File: src/rtl/cmp_scan_pkg.sv
// Shared types and default constants for the comparator scan sequencer.
package cmp_scan_pkg;

    localparam int CMP_N_CODES = 4;
    localparam int CMP_SETTLE  = 2;

    typedef enum logic [1:0] {
        IDLE   = 2'd0,
        DRIVE  = 2'd1,
        SAMPLE = 2'd2,
        DONE   = 2'd3
    } scan_state_e;

endpackage

File: src/rtl/cmp_settle_timer.sv
// Loadable settle down-counter; expire flags the last settle cycle (count == 1).
module cmp_settle_timer #(
    parameter int SETTLE = 2
) (
    input  logic clk,
    input  logic rst_n,
    input  logic load,
    input  logic en,
    output logic expire
);

    localparam int TW = $clog2(SETTLE + 1);

    logic [TW-1:0] count_q;
    logic [TW-1:0] count_d;

    always_comb begin
        count_d = count_q;
        if (load) begin
            count_d = TW'(SETTLE);
        end else if (en && (count_q != '0)) begin
            count_d = count_q - TW'(1);
        end
    end

    always_ff @(posedge clk or negedge rst_n) begin
        if (!rst_n) begin
            count_q <= '0;
        end else begin
            count_q <= count_d;
        end
    end

    assign expire = (count_q == TW'(1));

endmodule

File: src/rtl/cmp_scan_ctrl.sv
// Sweeps the comparator select through every code, samples cmp_in after a settle
// time and scores each sample against a latched membership mask.
module cmp_scan_ctrl
    import cmp_scan_pkg::*;
#(
    parameter int N_CODES = CMP_N_CODES,
    parameter int CODE_W  = $clog2(N_CODES),
    parameter int SETTLE  = CMP_SETTLE
) (
    input  logic                         clk,
    input  logic                         rst_n,
    input  logic                         start,
    input  logic                         abort,
    input  logic [N_CODES-1:0]           match_set,
    output logic [CODE_W-1:0]            code_out,
    output logic                         code_valid,
    input  logic                         cmp_in,
    output logic                         busy,
    output logic                         done,
    output logic                         aborted,
    output logic [N_CODES-1:0]           hit_vec,
    output logic                         any_hit,
    output logic [CODE_W-1:0]            first_hit,
    output logic [$clog2(N_CODES+1)-1:0] err_cnt
);

    localparam int                ERR_W     = $clog2(N_CODES + 1);
    localparam logic [CODE_W-1:0] LAST_CODE = CODE_W'(N_CODES - 1);
    localparam logic [ERR_W-1:0]  ERR_MAX   = ERR_W'(N_CODES);

    scan_state_e        state_q,   state_d;
    logic [CODE_W-1:0]  code_q,    code_d;
    logic [N_CODES-1:0] match_q,   match_d;
    logic [N_CODES-1:0] hit_q,     hit_d;
    logic [ERR_W-1:0]   err_q,     err_d;
    logic               aborted_q, aborted_d;

    logic timer_load;
    logic timer_expire;

    cmp_settle_timer #(
        .SETTLE (SETTLE)
    ) u_timer (
        .clk    (clk),
        .rst_n  (rst_n),
        .load   (timer_load),
        .en     (state_q == DRIVE),
        .expire (timer_expire)
    );

    // Comparator contract: code_out is stable whenever code_valid is high, and
    // cmp_in is only trusted at the end of a SAMPLE cycle; there is no backpressure.
    always_comb begin
        state_d    = state_q;
        code_d     = code_q;
        match_d    = match_q;
        hit_d      = hit_q;
        err_d      = err_q;
        aborted_d  = 1'b0;
        timer_load = 1'b0;

        case (state_q)
            IDLE: begin
                if (start && !abort) begin
                    state_d    = DRIVE;
                    match_d    = match_set;
                    code_d     = '0;
                    hit_d      = '0;
                    err_d      = '0;
                    timer_load = 1'b1;
                end
            end
            DRIVE: begin
                if (abort) begin
                    state_d   = IDLE;
                    aborted_d = 1'b1;
                end else if (timer_expire) begin
                    state_d = SAMPLE;
                end
            end
            SAMPLE: begin
                // Abort takes priority, so this cycle's sample is dropped.
                if (abort) begin
                    state_d   = IDLE;
                    aborted_d = 1'b1;
                end else begin
                    hit_d[code_q] = cmp_in;
                    if ((cmp_in != match_q[code_q]) && (err_q != ERR_MAX)) begin
                        err_d = err_q + ERR_W'(1);
                    end
                    if (code_q == LAST_CODE) begin
                        state_d = DONE;
                    end else begin
                        code_d     = code_q + CODE_W'(1);
                        timer_load = 1'b1;
                        state_d    = DRIVE;
                    end
                end
            end
            DONE: begin
                state_d = IDLE;
            end
            default: begin
                state_d = IDLE;
            end
        endcase
    end

    always_ff @(posedge clk or negedge rst_n) begin
        if (!rst_n) begin
            state_q   <= IDLE;
            code_q    <= '0;
            match_q   <= '0;
            hit_q     <= '0;
            err_q     <= '0;
            aborted_q <= 1'b0;
        end else begin
            state_q   <= state_d;
            code_q    <= code_d;
            match_q   <= match_d;
            hit_q     <= hit_d;
            err_q     <= err_d;
            aborted_q <= aborted_d;
        end
    end

    always_comb begin
        first_hit = '0;
        for (int i = N_CODES - 1; i >= 0; i--) begin
            if (hit_q[i]) begin
                first_hit = CODE_W'(i);
            end
        end
    end

    assign code_out   = code_q;
    assign code_valid = (state_q == DRIVE) || (state_q == SAMPLE);
    assign busy       = (state_q != IDLE);
    assign done       = (state_q == DONE);
    assign aborted    = aborted_q;
    assign hit_vec    = hit_q;
    assign any_hit    = |hit_q;
    assign err_cnt    = err_q;

endmodule

File: config.mk
export PLATFORM = sky130hd
export DESIGN_NAME = cmp_scan_ctrl
export DESIGN_NICKNAME = d
export VERILOG_FILES = /design/src/rtl/cmp_scan_pkg.sv /design/src/rtl/cmp_settle_timer.sv /design/src/rtl/cmp_scan_ctrl.sv
export SDC_FILE = /design/constraint.sdc
export NUM_CORES = 1
export LEC_CHECK = 0
export ABC_AREA = 1
export ABC_CLOCK_PERIOD_IN_PS = 1400
export BUFFER_PORTS_ARGS = -buffer_cell sky130_fd_sc_hd__buf_4
export CAP_MARGIN = 0
export CORE_UTILIZATION = 30
export DETAILED_ROUTE_END_ITERATION = 10
export GPL_TIMING_DRIVEN = 1
export HOLD_SLACK_MARGIN = 0.02
export PLACE_DENSITY = 0.51
export SLEW_MARGIN = 40
export SYNTH_ARGS = -nofsm -noshare
export SYNTH_HDL_FRONTEND = slang
export SYNTH_SLANG_ARGS = --single-unit
File: constraint.sdc
create_clock -name clk -period 1.4 [get_ports clk]
set_input_delay 0 -clock clk [delete_from_list [all_inputs] [get_ports clk]]
set_output_delay 0 -clock clk [all_outputs]
set_load 0.005 [all_outputs]
==> metrics.csv <==
metric;value;unit
status;complete, but fails checks;
failing checks;negative setup slack;
Die Wd;63.74;um
TritonCTS buffer count;3;
Core Rows;22;
CTS sink cnt;18;
crit path max fanout;4;
Total GRT Usage;13.93;%
Die ar.;4063;sq um
Seq cells post-synth;18;
# DRC;0;
top-count cell post-synth;nand2_1;
pre-CTS setup slack;-0.1446;ns
clk slew on worst S/H paths;0.07;ns
YS warnings;0;
Finished Cell Area;1649;sq um
area delta synth->final;44.20;%
number of global-route vias before repair;1054;
MaxCap Viol Count;0;
initial core utilization;31.24;%
drt wl/cell;10.55;um
pin count of the biggest net entering global routing;19;
cell depth of the worst flop-to-flop path;8;
H-tree Lvls;1;
Met2 Wirelength;1.224;mm
required time worst endpoint;1.55;ns
highest metal used;met4;
DR iter-0 viols;35;
Routed Antenna Nets;0;
Placer Congestion;0.7743;
final hold violation count;0;
Max stage delay cell, worst path;dfrtp_2;
Filler Cell Count;367;
Register Area;451.7;sq um
largest area contributor in the netlist;dfrtp_1;
Setup violations, final;2;
GRT overflow;0;
Syn Area/Cell;7.833;sq um
RSZ-0062 raised after global routing;true;
Slew @ Worst Pin;0.2794;ns
Hold Path Class;primary input to register;
# port buffers;24;
core area;3661;sq um
CP Launch Type;register;
number of synthesized flops with an enable pin;0;
final wirelength;2.501;mm
min setup slack post-route;-0.01905;ns
crit end category;register;
dpl hpwl;1.803;mm
asr flop ratio synth;100.0;%
register area share after synthesis;39.39;%
hold path depth;3;
Synth top area share;39.39;%
Root Driver;clkbuf_8;
Top delay family on crit path;simple AND/OR/NAND/NOR gates;
achievable clock frequency;0.7047;GHz
Multi-input gate area;678.2;sq um
Power Density;2022;nW/um^2
Main synth FF type;dfrtp_1;
Leak;0.8920;nW
clk_skew;0.002696;ns
Cell Area, Synth;1144;sq um
Die Y;63.74;um
maximum VDD drop;711.9;uV
Worst slew margin;81.18;%
clk buf depth;2;
Cell Chain, Critical Path;inv_2 -> ha_4 -> nand2_2 -> nand2_4 -> nand2_4 -> or2_4 -> o21ai_2 -> nor2_1;
Crit path depth;8;
later-pin clock latency in the skew report;0.25;ns
# nets final;213;
vias per cell;4.316;
Register-to-Register Setup Slack;-0.02;ns
crit path DAT;1.57;ns
Commonest cells post-synth;nand2_1 (40), inv_1 (20), dfrtp_1 (18);
Synth area leaders;dfrtp_1 (39%), ha_1 (14%), nand2_1 (13%), inv_1 (6.6%), nand3_1 (3.9%);
max-slew violation count;0;
Mapped Nets;168;
wl on met1;1.189;mm
CP Class;register to register;
I/O Pins;25;
via count;1023;
Worst path most repeated cell;nand2_4;
share of post-route cells with drive strength above 1;36.51;%
Post-DP Area;1453;sq um
CTS tree;done;
WP buf/inv;1;
ANT cells;0;
Final min period;1.419;ns
first-pass iteration count of the detailed router;4;
max incr delay on CP;0.45;ns
initial antenna violation count;0;
metal3 WL;69;um
Netlist cell types;23;
synthesized netlist cell count;146;
Final period util;101.4;%
first-pass GRT wire length;4.498;mm
==> final timing paths <==
path | startpoint | to
min in group asynchronous | rst_n | aborted
max | state_q[1] | code_out[0]
min | cmp_in | hit_vec[1]
max in group asynchronous | rst_n | state_q[1]
min reg2reg | match_q[2] | match_q[2]
max reg2reg | state_q[1] | code_out[0]
==> flip-flops by register name, summed over array words and instances, names as in the netlist <==
| name | cells |
|---|---|
| hit_vec | 4 |
| match_q | 4 |
| err_cnt | 3 |
| code_out | 2 |
| state_q | 2 |
| u_timer.count_q | 2 |
| aborted | 1 |
==> metrics by stage <==
stage	hold slack, ns	TNS, ns	utilization, %	std cells	total power [mW]
after floorplan	-0.2956	-0.03244	-	146	1.985
after global placement	-0.1127	-0.2407	39.68	226	2.611
after detailed placement	-0.1095	-0.6768	39.68	226	2.643
after CTS	0.03384	-0.06122	43.57	237	3.189
after global routing	0.04336	-0.7256	45.04	237	3.675
final	0.03894	-0.02404	45.04	237	3.334
==> placed cells by master, fill, tap and decap left out, drive strengths merged <==
cell and instances:
a211o 1, a211oi 1, a21oi 5, buf 35, clkbuf 3, clkinv 1, dfrtp 18, dlygate4sd3 6
ha 13, inv 24, nand2 46, nand3 11, nand4 1, nor2 12, o21ai 7, o22ai 1
or2 2, xnor2 1, xor2 1
==> routing by layer <==
metal,GRT usage [%],vias to the layer above
li1,-,540
met1,17.35,467
met2,24.47,14
met3,2.679,2
met4,3.409,0
met5,0,-
==> what timing repair did <==
action / in CTS / in global routing
gates resized for setup: 8 / 16
hold buffers: 6 / 0
endpoints found under the hold margin: 23 / 0
pin swaps: 4 / 5
setup endpoints to repair: 9 / 11
buffers inserted: 2 / 0
==> layout make-up <==
cell class                 instances  share of cell area, %
multi-input combinational        102                  41.12
timing repair buffer              41                  19.58
tap                               48                  3.642
inverter                          25                  5.766
clock buffer                       3                  2.504
sequential                        18                  27.39
==> logic make-up (layout without fill, tap and decap cells) <==
group	Yosys count	in the layout	share of synthesized area, %
xor+xnor	2	2	1.532
simple gates	72	72	28.34
flops	18	18	39.39
fa+ha+maj	13	13	14.22
compound gates	15	15	7.221
buf+inv	26	69	9.299
==> tightest hold or removal path, cell delays in order <==
cell and delay, ns:
buf_4 0.11, o21ai_1 0.07, nor2_1 0.08
==> power by group <==
group	switching (mW)	internal, mW
Combinational	1.04	0.999
Sequential	0.190	0.736
Clock	0.177	0.191
Power figures use the tool's default switching activity.
